File: src/rtl/clock_display_ctrl.sv
// 1 Hz timekeeping in BCD with set buttons, HH:MM / SS view FSM and 12/24 h presentation.
// Define AUTOREPEAT_EN to make held set buttons repeat after one second.
module clock_display_ctrl #(
    parameter int unsigned CLK_HZ         = 8192,
    parameter int unsigned REVERT_SECONDS = 3,
    parameter int unsigned REPEAT_DIV     = 4
) (
    input  logic        clk_i,
    input  logic        rst_ni,
    input  logic        inc_hr_i,
    input  logic        inc_min_i,
    input  logic        disp_sel_i,
    input  logic        mode12_i,
    output logic [15:0] disp_o,
    output logic        colon_o,
    output logic        pm_o,
    output logic        tick_o,
    output logic        view_o
);

    localparam int unsigned PW = (CLK_HZ > 1) ? $clog2(CLK_HZ) : 1;
    localparam int unsigned RW = $clog2(REVERT_SECONDS + 1);
    localparam logic [PW-1:0] PRESC_MAX   = PW'(CLK_HZ - 1);
    localparam logic [PW-1:0] PRESC_HALF  = PW'(CLK_HZ / 2);
    localparam logic [RW-1:0] REVERT_LOAD = RW'(REVERT_SECONDS);

    typedef enum logic [0:0] {StHm, StSs} view_e;

    logic [PW-1:0] presc_q, presc_d;
    logic [7:0]    sec_q, sec_d, min_q, min_d, hr_q, hr_d;
    logic          inc_hr_q, inc_min_q, disp_sel_q, mode12_q;
    view_e         view_q, view_d;
    logic [RW-1:0] revert_q, revert_d;
    logic          tick, ev_hr, ev_min, sel_ev, set_ev;

    function automatic logic [7:0] bcd_inc(input logic [7:0] v, input logic [7:0] max_v);
        if (v == max_v) return 8'h00;
        if (v[3:0] == 4'd9) return {v[7:4] + 4'd1, 4'd0};
        return {v[7:4], v[3:0] + 4'd1};
    endfunction

`ifdef AUTOREPEAT_EN
    localparam int unsigned HW = $clog2(CLK_HZ + 1);
    localparam logic [HW-1:0] HOLD_FIRE   = HW'(CLK_HZ);
    // Reloading here puts the next repeat CLK_HZ/REPEAT_DIV cycles after this one.
    localparam logic [HW-1:0] HOLD_RELOAD = HW'(CLK_HZ - CLK_HZ / REPEAT_DIV + 1);

    logic [HW-1:0] hold_hr_q, hold_hr_d, hold_min_q, hold_min_d;
    logic          rep_hr, rep_min;

    always_comb begin
        rep_hr     = inc_hr_i && (hold_hr_q == HOLD_FIRE);
        rep_min    = inc_min_i && (hold_min_q == HOLD_FIRE);
        hold_hr_d  = '0;
        hold_min_d = '0;
        if (inc_hr_i) hold_hr_d = rep_hr ? HOLD_RELOAD : hold_hr_q + 1'b1;
        if (inc_min_i) hold_min_d = rep_min ? HOLD_RELOAD : hold_min_q + 1'b1;
    end

    always_ff @(posedge clk_i or negedge rst_ni) begin
        if (!rst_ni) begin
            hold_hr_q  <= '0;
            hold_min_q <= '0;
        end else begin
            hold_hr_q  <= hold_hr_d;
            hold_min_q <= hold_min_d;
        end
    end

    assign ev_hr  = (inc_hr_i & ~inc_hr_q) | rep_hr;
    assign ev_min = (inc_min_i & ~inc_min_q) | rep_min;
`else
    assign ev_hr  = inc_hr_i & ~inc_hr_q;
    assign ev_min = inc_min_i & ~inc_min_q;
`endif

    assign tick   = (presc_q == PRESC_MAX);
    assign sel_ev = disp_sel_i & ~disp_sel_q;
    assign set_ev = ev_hr | ev_min;

    // A set event wins over a coincident tick, discarding its carries.
    always_comb begin
        presc_d = tick ? '0 : presc_q + 1'b1;
        sec_d   = sec_q;
        min_d   = min_q;
        hr_d    = hr_q;
        if (set_ev) begin
            presc_d = '0;
            sec_d   = 8'h00;
            if (ev_min) min_d = bcd_inc(min_q, 8'h59);
            if (ev_hr) hr_d = bcd_inc(hr_q, 8'h23);
        end else if (tick) begin
            sec_d = bcd_inc(sec_q, 8'h59);
            if (sec_q == 8'h59) begin
                min_d = bcd_inc(min_q, 8'h59);
                if (min_q == 8'h59) hr_d = bcd_inc(hr_q, 8'h23);
            end
        end
    end

    always_ff @(posedge clk_i or negedge rst_ni) begin
        if (!rst_ni) begin
            presc_q    <= '0;
            sec_q      <= 8'h00;
            min_q      <= 8'h00;
            hr_q       <= 8'h00;
            inc_hr_q   <= 1'b0;
            inc_min_q  <= 1'b0;
            disp_sel_q <= 1'b0;
            mode12_q   <= 1'b0;
            view_q     <= StHm;
            revert_q   <= '0;
        end else begin
            presc_q    <= presc_d;
            sec_q      <= sec_d;
            min_q      <= min_d;
            hr_q       <= hr_d;
            inc_hr_q   <= inc_hr_i;
            inc_min_q  <= inc_min_i;
            disp_sel_q <= disp_sel_i;
            mode12_q   <= mode12_i;
            view_q     <= view_d;
            revert_q   <= revert_d;
        end
    end

    always_comb begin
        view_d   = view_q;
        revert_d = revert_q;
        case (view_q)
            StHm: begin
                if (!set_ev && sel_ev) begin
                    view_d   = StSs;
                    revert_d = REVERT_LOAD;
                end
            end
            StSs: begin
                if (set_ev) begin
                    view_d = StHm;
                end else if (sel_ev) begin
                    revert_d = REVERT_LOAD;
                end else if (tick) begin
                    if (revert_q == RW'(1)) view_d = StHm;
                    else revert_d = revert_q - 1'b1;
                end
            end
            default: view_d = StHm;
        endcase
    end

    logic [4:0] hr_bin, hr_disp;
    logic [3:0] hr_tens, hr_ones;

    always_comb begin
        hr_bin = {1'b0, hr_q[7:4]} * 5'd10 + {1'b0, hr_q[3:0]};
        if (!mode12_q) hr_disp = hr_bin;
        else if (hr_bin == 5'd0) hr_disp = 5'd12;
        else if (hr_bin > 5'd12) hr_disp = hr_bin - 5'd12;
        else hr_disp = hr_bin;

        if (hr_disp >= 5'd20) begin
            hr_tens = 4'd2;
            hr_ones = 4'(hr_disp - 5'd20);
        end else if (hr_disp >= 5'd10) begin
            hr_tens = 4'd1;
            hr_ones = 4'(hr_disp - 5'd10);
        end else begin
            hr_tens = 4'd0;
            hr_ones = hr_disp[3:0];
        end

        pm_o   = (hr_bin >= 5'd12);
        tick_o = tick;
        view_o = (view_q == StSs);
        if (view_q == StSs) begin
            disp_o  = {8'hAA, sec_q};
            colon_o = 1'b1;
        end else begin
            disp_o  = {(mode12_q && hr_tens == 4'd0) ? 4'hA : hr_tens, hr_ones, min_q};
            colon_o = (presc_q < PRESC_HALF);
        end
    end

endmodule

File: config.mk
export PLATFORM = sky130hd
export DESIGN_NAME = clock_display_ctrl
export DESIGN_NICKNAME = d
export VERILOG_FILES = /design/src/rtl/clock_display_ctrl.sv
export SDC_FILE = /design/constraint.sdc
export NUM_CORES = 1
export LEC_CHECK = 0
export ABC_AREA = 1
export BUFFER_PORTS_ARGS = -buffer_cell sky130_fd_sc_hd__buf_2
export CORE_AREA = 3 3 77 93
export CTS_CLUSTER_SIZE = 8
export DETAILED_ROUTE_END_ITERATION = 8
export DIE_AREA = 0 0 80 96
export PLACE_DENSITY = 0.67
export SLEW_MARGIN = 10
export SYNTH_ARGS = -nofsm -noshare
export SYNTH_HDL_FRONTEND = slang
export SYNTH_SLANG_ARGS = --single-unit
File: constraint.sdc
create_clock -name clk_i -period 7.97 [get_ports clk_i]
set_input_delay 1.594 -clock clk_i [delete_from_list [all_inputs] [get_ports clk_i]]
set_output_delay 1.594 -clock clk_i [all_outputs]
set_load 0.03 [all_outputs]
==> run_results.csv <==
group,metric,value,unit
outcome,status,"finished, final reports clean",
floorplan,design.core.area,0.00641,sq mm
critical_path,end_kind,"primary output",
global_route,antenna_found_initial,0,
cts,cts.sinks,44,
finish,mostFrequentLayoutCells,"63 x nand2_1, 58 x inv_1, 44 x dfrtp_1",
route,wirelength,5790,um
critical_path,critPathTopFamily,"adder cells",
power_and_ir_drop,p_leak,1.55,nW
sta,final-setup-viol-count,0,
yosys,synth_top_family_by_area,"simple AND/OR/NAND/NOR gates",
sta,period_share,0.622,
yosys,synth-compound-area-share,0.115,
yosys,synthAdderAreaFrac,0.0909,
floorplan,die_w,80,um
sta,relSlewSlack,0.350,
critical_path,cpMaxStageDelayCell,"dfrtp_1",
cts,cts-htree-levels,2,
cts,post-cts-setup-buffers,0,
sta,tightest_slew,0.975,ns
sta,finalHoldViolCount,0,
sta,rsz0062_at_grt,"no",
finish,n_antenna_cell,0,
yosys,synth_area,0.00284,sq mm
worst_hold_path,hold_class,"reg -> reg",
yosys,synth_ff_type,"dfrtp_1",
yosys,async_flop_share,1.00,
power_and_ir_drop,ir_drop,0.172,mV
critical_path,r2r_setup_slack,5.64,ns
floorplan,die_h,96,um
route,first_pass_iters,4,
yosys,avgSynthCellArea,7.68,sq um
sta,clock.fmax,202,MHz
route,postRouteAntennaNets,0,
place,placed_area,0.00303,sq mm
yosys,syn_nets,395,
power_and_ir_drop,power.density,345,mW/mm^2
yosys,synth_edf_count,0,
sta,fin_worst_skew,0.00617,ns
cts,clock_path_buffers,2,
cts,cts_tree,"yes",
yosys,ys_seq_area_frac,0.388,
finish,fin_area,0.00312,sq mm
global_route,grt_pass1_wl,10100,um
yosys,synthDistinctLibCells,40,
critical_path,cpPeakStageDelay,0.45,ns
yosys,synthCells,369,
cts,post_cts_resized,0,
route,vias,2431,
critical_path,crit_type,"reg -> out",
finish,fillCellCount,644,
finish,mostFrequentLayoutCell,"nand2_1",
global_route,first_global_vias,2320,
finish,fin_nets,420,
place,numPortBuffers,24,
global_route,grt_max_degree,45,
cts,path_clk_slew,0.08,ns
floorplan,die-area,0.00768,sq mm
route,via_per_inst,5.06,
run,maxCapViolCount,0,
finish,layout.cells.non_filler,480,
yosys,synth-simple-area-share,0.283,
yosys,synth_xor_area_frac,0.0243,
critical_path,path_cells,"ha_1 -> fa_1 -> xor2_2 -> ha_1 -> inv_1 -> nor2_1 -> o211ai_1 -> nand3_1 -> nand2_2 -> ha_1 -> nand3_1 -> nand3_2 -> nand2_2 -> nand2_1 -> nand2_1 -> nand3_1 -> buf_2",
floorplan,io_pins,26,
yosys,ys_ff_latch,44,
finish,drive_gt1_frac,0.144,
place,hpwl,4350,um
critical_path,cp-start-kind,"flop",
place,gp_congestion,0.886,
floorplan,start_util,0.443,
cts,clockRootBuffer,"clkbuf_8",
sta,period_needed,4.95,ns
route,wl_per_cell,12.1,um
route,drc_errors,0,
cts,cts_hold_buf,0,
place,post-place-cells,472,
global_route,overflow,0,
yosys,synth_mux_area_frac,0,
global_route,grt.total_usage,0.163,
route,drtIter0Drc,70,
cts,clkLatencyLatePin,0.30,ns
critical_path,crit_buf_inv,2,
sta,setup_tns,0,ns
critical_path,required,6.38,ns
critical_path,critical_path.max_fanout,7,
critical_path,arrival,3.36,ns
yosys,yosysWarnings,0,
cts,cts_buffers,5,
floorplan,rows,32,
sta,slew_viol_final,0,
finish,area_growth_syn_to_layout,10.1,%
-- power by group --
group	switching (mW)	internal (mW)	total (mW)
logic	0.422	0.198	0.620
registers	0.0467	0.264	0.311
clock network	0.0743	0.0708	0.145
total	0.543	0.533	1.08
-- final timing paths --
check,cells past startpoint,to,start
max,17,disp_o[9],hr_q[4]
min,1,presc_q[0],presc_q[0]
max reg2reg,14,hr_q[5],presc_q[0]
min reg2reg,1,presc_q[0],presc_q[0]
max in group asynchronous,1,hr_q[2],rst_ni
min in group asynchronous,1,min_q[7],rst_ni
-- registers in the layout (all words and copies together), names as in the netlist --
register and count:
presc_q 13, hr_q 8, min_q 8, sec_q 8, revert_q 2, disp_sel_q 1, inc_hr_q 1, inc_min_q 1
mode12_q 1, view_o 1
-- cell type report --
type / instances / area [sq um] / area share
Sequential cell: 44 / 1100 / 0.353
Tap cell: 85 / 106 / 0.0341
Clock buffer: 8 / 90.1 / 0.0289
Inverter: 65 / 245 / 0.0786
Multi-Input combinational cell: 254 / 1460 / 0.467
Timing Repair Buffer: 24 / 120 / 0.0385
-- metal layers --
layer | routed length [um] | GRT usage | part of all wire | vias to the layer above
met5 | 0 | 0 | 0 | -
met4 | 52 | 0.0465 | 0.0090 | 0
met3 | 125 | 0.0253 | 0.022 | 5
met2 | 3010 | 0.298 | 0.52 | 29
met1 | 2600 | 0.195 | 0.45 | 1151
li1 | - | - | - | 1246
-- worst reg2reg max path, cell delays in order, from the launching register on --
cell and delay (ns):
dfrtp_1 0.38, ha_1 0.20, nand4_1 0.15, nor2_2 0.14, nand2_2 0.07, clkinv_2 0.06, nand3_2 0.06, nand2_2 0.30
inv_2 0.12, nor2_4 0.15, nand2_2 0.07, inv_2 0.08, nand2_4 0.08, or2_4 0.25, o22ai_1 0.15
-- cell families (layout without fill, tap and decap cells) --
logic type               after synthesis  in the layout
buffers and inverters                 71             97
AO/OA/AOI/OAI                         58             58
XOR/XNOR                               7              7
adder cells (fa/ha/maj)               20             20
flip-flops                            44             44
other                                  1              1
AND/OR/NAND/NOR                      168            168
-- synthesized netlist by cell type, drive strengths merged (2+ instances only) --
cell | number | area share
nor2 | 34 | 0.051
dfrtp | 44 | 0.39
o21ai | 28 | 0.051
clkbuf | 4 | 0.0053
nor3b | 2 | 0.0053
ha | 19 | 0.084
nand2 | 73 | 0.11
or2 | 2 | 0.0053
inv | 63 | 0.083
nand4 | 5 | 0.011
o22ai | 7 | 0.015
buf | 2 | 0.0053
nor3 | 10 | 0.019
nand3b | 3 | 0.0079
xnor2 | 2 | 0.0062
xor2 | 5 | 0.018
clkinv | 2 | 0.0031
nand3 | 39 | 0.074
o31ai | 3 | 0.0079
a21oi | 14 | 0.025
-- metrics by stage --
stage / hold WS, ns / total power [mW] / utilization / worst slack [ns]
global placement: 0.455 / 0.922 / 0.473 / 3.45
floorplan: 0.433 / 0.794 / - / 3.48
detailed placement: 0.464 / 0.936 / 0.473 / 3.35
finish: 0.469 / 1.08 / 0.487 / 3.02
CTS: 0.476 / 1.08 / 0.487 / 3.01
global route: 0.506 / 1.18 / 0.487 / 2.72
(Power assumes the default switching activity.)
